===== config.mk =====
export PLATFORM = sky130hd
export DESIGN_NAME = serial_parallel_rx
export DESIGN_NICKNAME = d
export VERILOG_FILES = /design/src/rtl/phy_pkg.sv /design/src/rtl/serial_parallel_rx.sv
export SDC_FILE = /design/constraint.sdc
export NUM_CORES = 1
export LEC_CHECK = 0
export BUFFER_PORTS_ARGS = -buffer_cell sky130_fd_sc_hd__clkbuf_2
export CAP_MARGIN = 20
export CORE_MARGIN = 4
export CORE_UTILIZATION = 35
export DETAILED_ROUTE_END_ITERATION = 6
export SYNTH_ARGS = -nofsm -noshare
export SYNTH_HDL_FRONTEND = slang
export SYNTH_SLANG_ARGS = --single-unit

===== constraint.sdc =====
create_clock -name clk_32f -period 2.17 [get_ports clk_32f]
set_input_delay 0.434 -clock clk_32f [delete_from_list [all_inputs] [get_ports clk_32f]]
set_output_delay 0.434 -clock clk_32f [all_outputs]
set_load 0.1 [all_outputs]

===== src/rtl/phy_pkg.sv =====
// Shared PHY lane definitions: special characters and the receive-side alignment state encoding.
package phy_pkg;

    localparam logic [7:0] COM_CHAR  = 8'hBC;
    localparam logic [7:0] IDLE_CHAR = 8'h7C;

    typedef enum logic [1:0] {
        UNALIGNED = 2'd0,
        ALIGNING  = 2'd1,
        ACTIVE    = 2'd2
    } rx_state_t;

endpackage


===== src/rtl/serial_parallel_rx.sv =====
// Serial-to-parallel lane receiver: hunts for COM to find byte alignment, confirms it over
// COM_COUNT aligned COMs, then delivers one byte per 8 clk_32f cycles with COM/IDLE stripped.
module serial_parallel_rx #(
    parameter logic [7:0]  COM_CHAR  = phy_pkg::COM_CHAR,
    parameter logic [7:0]  IDLE_CHAR = phy_pkg::IDLE_CHAR,
    parameter int unsigned COM_COUNT = 4
) (
    input  logic       clk_32f,
    input  logic       reset,
    input  logic       data_in,
    output logic [7:0] data_out,
    output logic       valid_out,
    output logic       byte_strobe,
    output logic       active
);
    import phy_pkg::*;

    localparam logic [3:0] COM_TARGET = 4'(COM_COUNT);

    rx_state_t  state, state_next;
    logic [7:0] sr;
    logic [2:0] bit_cnt, bit_cnt_next;
    logic [3:0] com_cnt, com_cnt_next;
    logic [7:0] cand;
    logic       boundary;
    logic       is_com;
    logic       strobe_next;
    logic       valid_next;
    logic [7:0] data_next;
    logic       active_next;

    assign cand     = {sr[6:0], data_in};
    assign boundary = (bit_cnt == 3'd7);
    assign is_com   = (cand == COM_CHAR);

    // State register; outputs are registered so they change only on the boundary edge.
    always_ff @(posedge clk_32f) begin
        if (reset) begin
            state       <= UNALIGNED;
            sr          <= 8'h00;
            bit_cnt     <= 3'd0;
            com_cnt     <= 4'd0;
            data_out    <= 8'h00;
            valid_out   <= 1'b0;
            byte_strobe <= 1'b0;
            active      <= 1'b0;
        end else begin
            state       <= state_next;
            sr          <= cand;
            bit_cnt     <= bit_cnt_next;
            com_cnt     <= com_cnt_next;
            data_out    <= data_next;
            valid_out   <= valid_next;
            byte_strobe <= strobe_next;
            active      <= active_next;
        end
    end

    always_comb begin
        state_next   = state;
        bit_cnt_next = bit_cnt + 3'd1;
        com_cnt_next = com_cnt;
        case (state)
            UNALIGNED: begin
                bit_cnt_next = bit_cnt;
                if (is_com) begin
                    bit_cnt_next = 3'd0;
                    com_cnt_next = 4'd1;
                    state_next   = (COM_TARGET == 4'd1) ? ACTIVE : ALIGNING;
                end
            end
            ALIGNING: begin
                if (boundary) begin
                    if (!is_com) begin
                        state_next   = UNALIGNED;
                        com_cnt_next = 4'd0;
                    end else if (com_cnt + 4'd1 >= COM_TARGET) begin
                        com_cnt_next = COM_TARGET;
                        state_next   = ACTIVE;
                    end else begin
                        com_cnt_next = com_cnt + 4'd1;
                    end
                end
            end
            ACTIVE: begin
                state_next = ACTIVE;
            end
            default: begin
                state_next = UNALIGNED;
            end
        endcase
    end

    always_comb begin
        strobe_next = 1'b0;
        data_next   = data_out;
        valid_next  = valid_out;
        active_next = (state_next == ACTIVE);
        case (state)
            UNALIGNED: strobe_next = is_com;
            ALIGNING:  strobe_next = boundary;
            ACTIVE: begin
                if (boundary) begin
                    strobe_next = 1'b1;
                    if (is_com || cand == IDLE_CHAR) begin
                        valid_next = 1'b0;
                        data_next  = 8'h00;
                    end else begin
                        valid_next = 1'b1;
                        data_next  = cand;
                    end
                end
            end
            default: strobe_next = 1'b0;
        endcase
    end

endmodule

==> results.cfg <==
[detailed_routing]
ant_nets = 0
vias_per_cell = 5.121
wl_mm = 2.226
vias = 891
drc = 0
firstDrtPassIters = 4
drt-initial-drc-count = 34
post_drt_wl_per_cell_um = 12.79

[worst_setup_path]
max_stage_delay_ns = 0.68
timing.critical_path.mode_cell = ha_1
r2r_slack_ns = 0.21
end_kind = register
crit_arrival_ns = 2.24
r2r-end = data_out[2]
worstPathRequired_ns = 2.45
cp-start-kind = register
reg2reg_depth = 5
worstPathMaxFanout = 10
crit_slowest_cell = nor3_1
worst-setup-path-type = reg2reg
r2r-start = bit_cnt[0]
path_cells = ha_1, ha_1, nand2_1, nor3_1, a22o_1

[yosys]
netlist.area_leader.share = 0.4763
ys_ff_latch = 27
synth_area_leaders = dfxtp_1 48%, ha_1 7.7%, a22o_1 5.4%
syn-cell-area_sq_um = 1135
avgSynthCellArea_sq_um = 9.783
syn-num-nets = 126
synth_top_family_by_area = simple AND/OR/NAND/NOR gates
synth-edff-count = 0
synth_warnings = 0
ys_seq_area_frac = 0.4763
synth_fa_ha_area_frac = 0.07718
ys.flop_type = dfxtp_1
muxShareOfSynthArea = 0.008820
syn_inst = 116
synth_cell_types = 38
synth-simple-area-share = 0.2304
synth_compound_area_frac = 0.1797
synthXorXnorAreaFrac = 0.007718
async_flop_share = 0
yosysTopAreaCell = dfxtp_1

[cells_and_area]
layout-drive-gt1-share = 0.1692
fin_util = 0.4138
nets = 141
stdcell_count = 174
area_growth_pct = 12.24
diodes = 0
mostFrequentLayoutCells = 27 x dfxtp_1, 13 x clkbuf_2, 9 x nand2_1, 9 x a21oi_1, 8 x nor2b_1
fin_area_sq_um = 1274
layout_commonest_cell = dfxtp_1

[floorplan]
io_pins = 14
start_util = 0.3687
row_count = 20
die_w_um = 64.94
core_area_sq_um = 3078
die_y_um = 64.94
die-area_sq_um = 4217

[global_route]
grt_pass1_wl_mm = 4.112
grt_max_degree = 21
antenna_found_initial = 0
grt_pass1_vias = 903
grt.total_usage = 0.1235
grt-ovfl-total = 0

[placed_design]
dp.cells = 170
pre_cts_ws_ns = 0.2138
hpwlAfterDp_mm = 1.648
placed_area_sq_um = 1244
portBuffers = 13
place.gp.congestion = 0.7645

[sta]
finalCritPeriodShare = 0.9036
slew_viol_final = 0
fin_ws_ns = 0.2091
fmax_ghz = 0.5100
fin_worst_skew_ns = 0.003374
slew_headroom = 0.4150
fin_hold_ws_ns = 0.3668
min_period_ns = 1.961
worstMarginPinSlew_ns = 0.8708
hold_viol_final = 0
tns_ns = 0
final-setup-viol-count = 0
rsz0062_at_grt = false

[hold_path]
hold_class = in2reg
worstHoldStart = data_in
hold_path_end = data_out[0]
holdPathStages = 2

[cts]
post-cts-setup-buffers = 0
cts_buffer_depth = 2
ctsHoldBuffers = 0
cts_tree = built
htree_levels = 1
numCtsBuffers = 3
cts-root-buf = clkbuf_4
clock_sinks = 27
clk-insertion-delay-late_ns = 0.32
cts.clk_slew.worst_paths_ns = 0.15
cts_resized = 0

[power_and_ir_drop]
total_power_mw = 0.7385
p_leak_nw = 0.4937
vdd_drop_max_mv = 0.3942
powerDensity_nw_per_um2 = 579.8

[run_status]
status = finished, final reports clean

[job]
maxCapViolCount = 0
## cell type report
type / instances / area [sq um]
fillers: 319 / 1804
clock inverters: 1 / 7.507
multi-input cells: 83 / 571.8
inverters: 3 / 11.26
flip-flops and latches: 27 / 540.5
repair buffers: 13 / 65.06
clock buffers: 3 / 22.52
well taps: 44 / 55.05
## critical path, delay by kind of cell (launching register included)
family	cells	cell delay (ns)
compound gates	1	0.26
fa+ha+maj	2	0.48
flops	1	0.38
simple gates	2	0.79
## cells in the mapped netlist (all sizes together), types with 2 or more instances
library cell,count
a21boi,2
a21oi,9
a22o,7
clkbuf,2
dfxtp,27
ha,7
inv,3
nand2,10
nand2b,3
nand3,4
nor2,4
nor2b,8
nor3,4
o21ai,4
## report_power, final
| group | total (mW) | leakage [nW] | internal (mW) | switching (mW) |
|---|---|---|---|---|
| registers | 0.502 | 0.218 | 0.499 | 0.00282 |
| clock network | 0.221 | 0.0139 | 0.0705 | 0.150 |
| logic | 0.0162 | 0.262 | 0.00526 | 0.0109 |
| total | 0.739 | 0.494 | 0.575 | 0.164 |
## worst max path at each step
stage / start / endpoint / slack (ns) / cells after the start
after floorplan: bit_cnt[0] / com_cnt[1] / 0.47 / 6
after global routing: bit_cnt[0] / data_out[5] / 0.02 / 5
after global placement: bit_cnt[0] / data_out[3] / 0.34 / 5
after CTS: bit_cnt[0] / data_out[2] / 0.19 / 5
after detailed placement: bit_cnt[0] / data_out[4] / 0.21 / 5
final: bit_cnt[0] / data_out[2] / 0.21 / 5
## logic make-up after synthesis
group                      Yosys count
and+or+nand+nor                     45
AOI/OAI and AO/OA                   29
DFF                                 27
adders and majority gates            7
buffers and inverters                6
xor gates and xnor gates             1
muxes                                1
## sequential cells by signal, indices dropped and copies added, names as in the netlist
| register | cells |
|---|---|
| active | 1 |
| bit_cnt | 3 |
| byte_strobe | 1 |
| com_cnt | 4 |
| data_out | 8 |
| sr | 7 |
| state | 2 |
| valid_out | 1 |
## metal layers
metal | wire (um) | vias up | global-route usage
met5 | 0 | - | 0
met4 | 24 | 0 | 0.03958
met3 | 75 | 2 | 0.03640
met2 | 1085 | 10 | 0.2082
met1 | 1041 | 429 | 0.1497
li1 | - | 450 | -
Note: power is estimated with default switching activity, not from simulation.
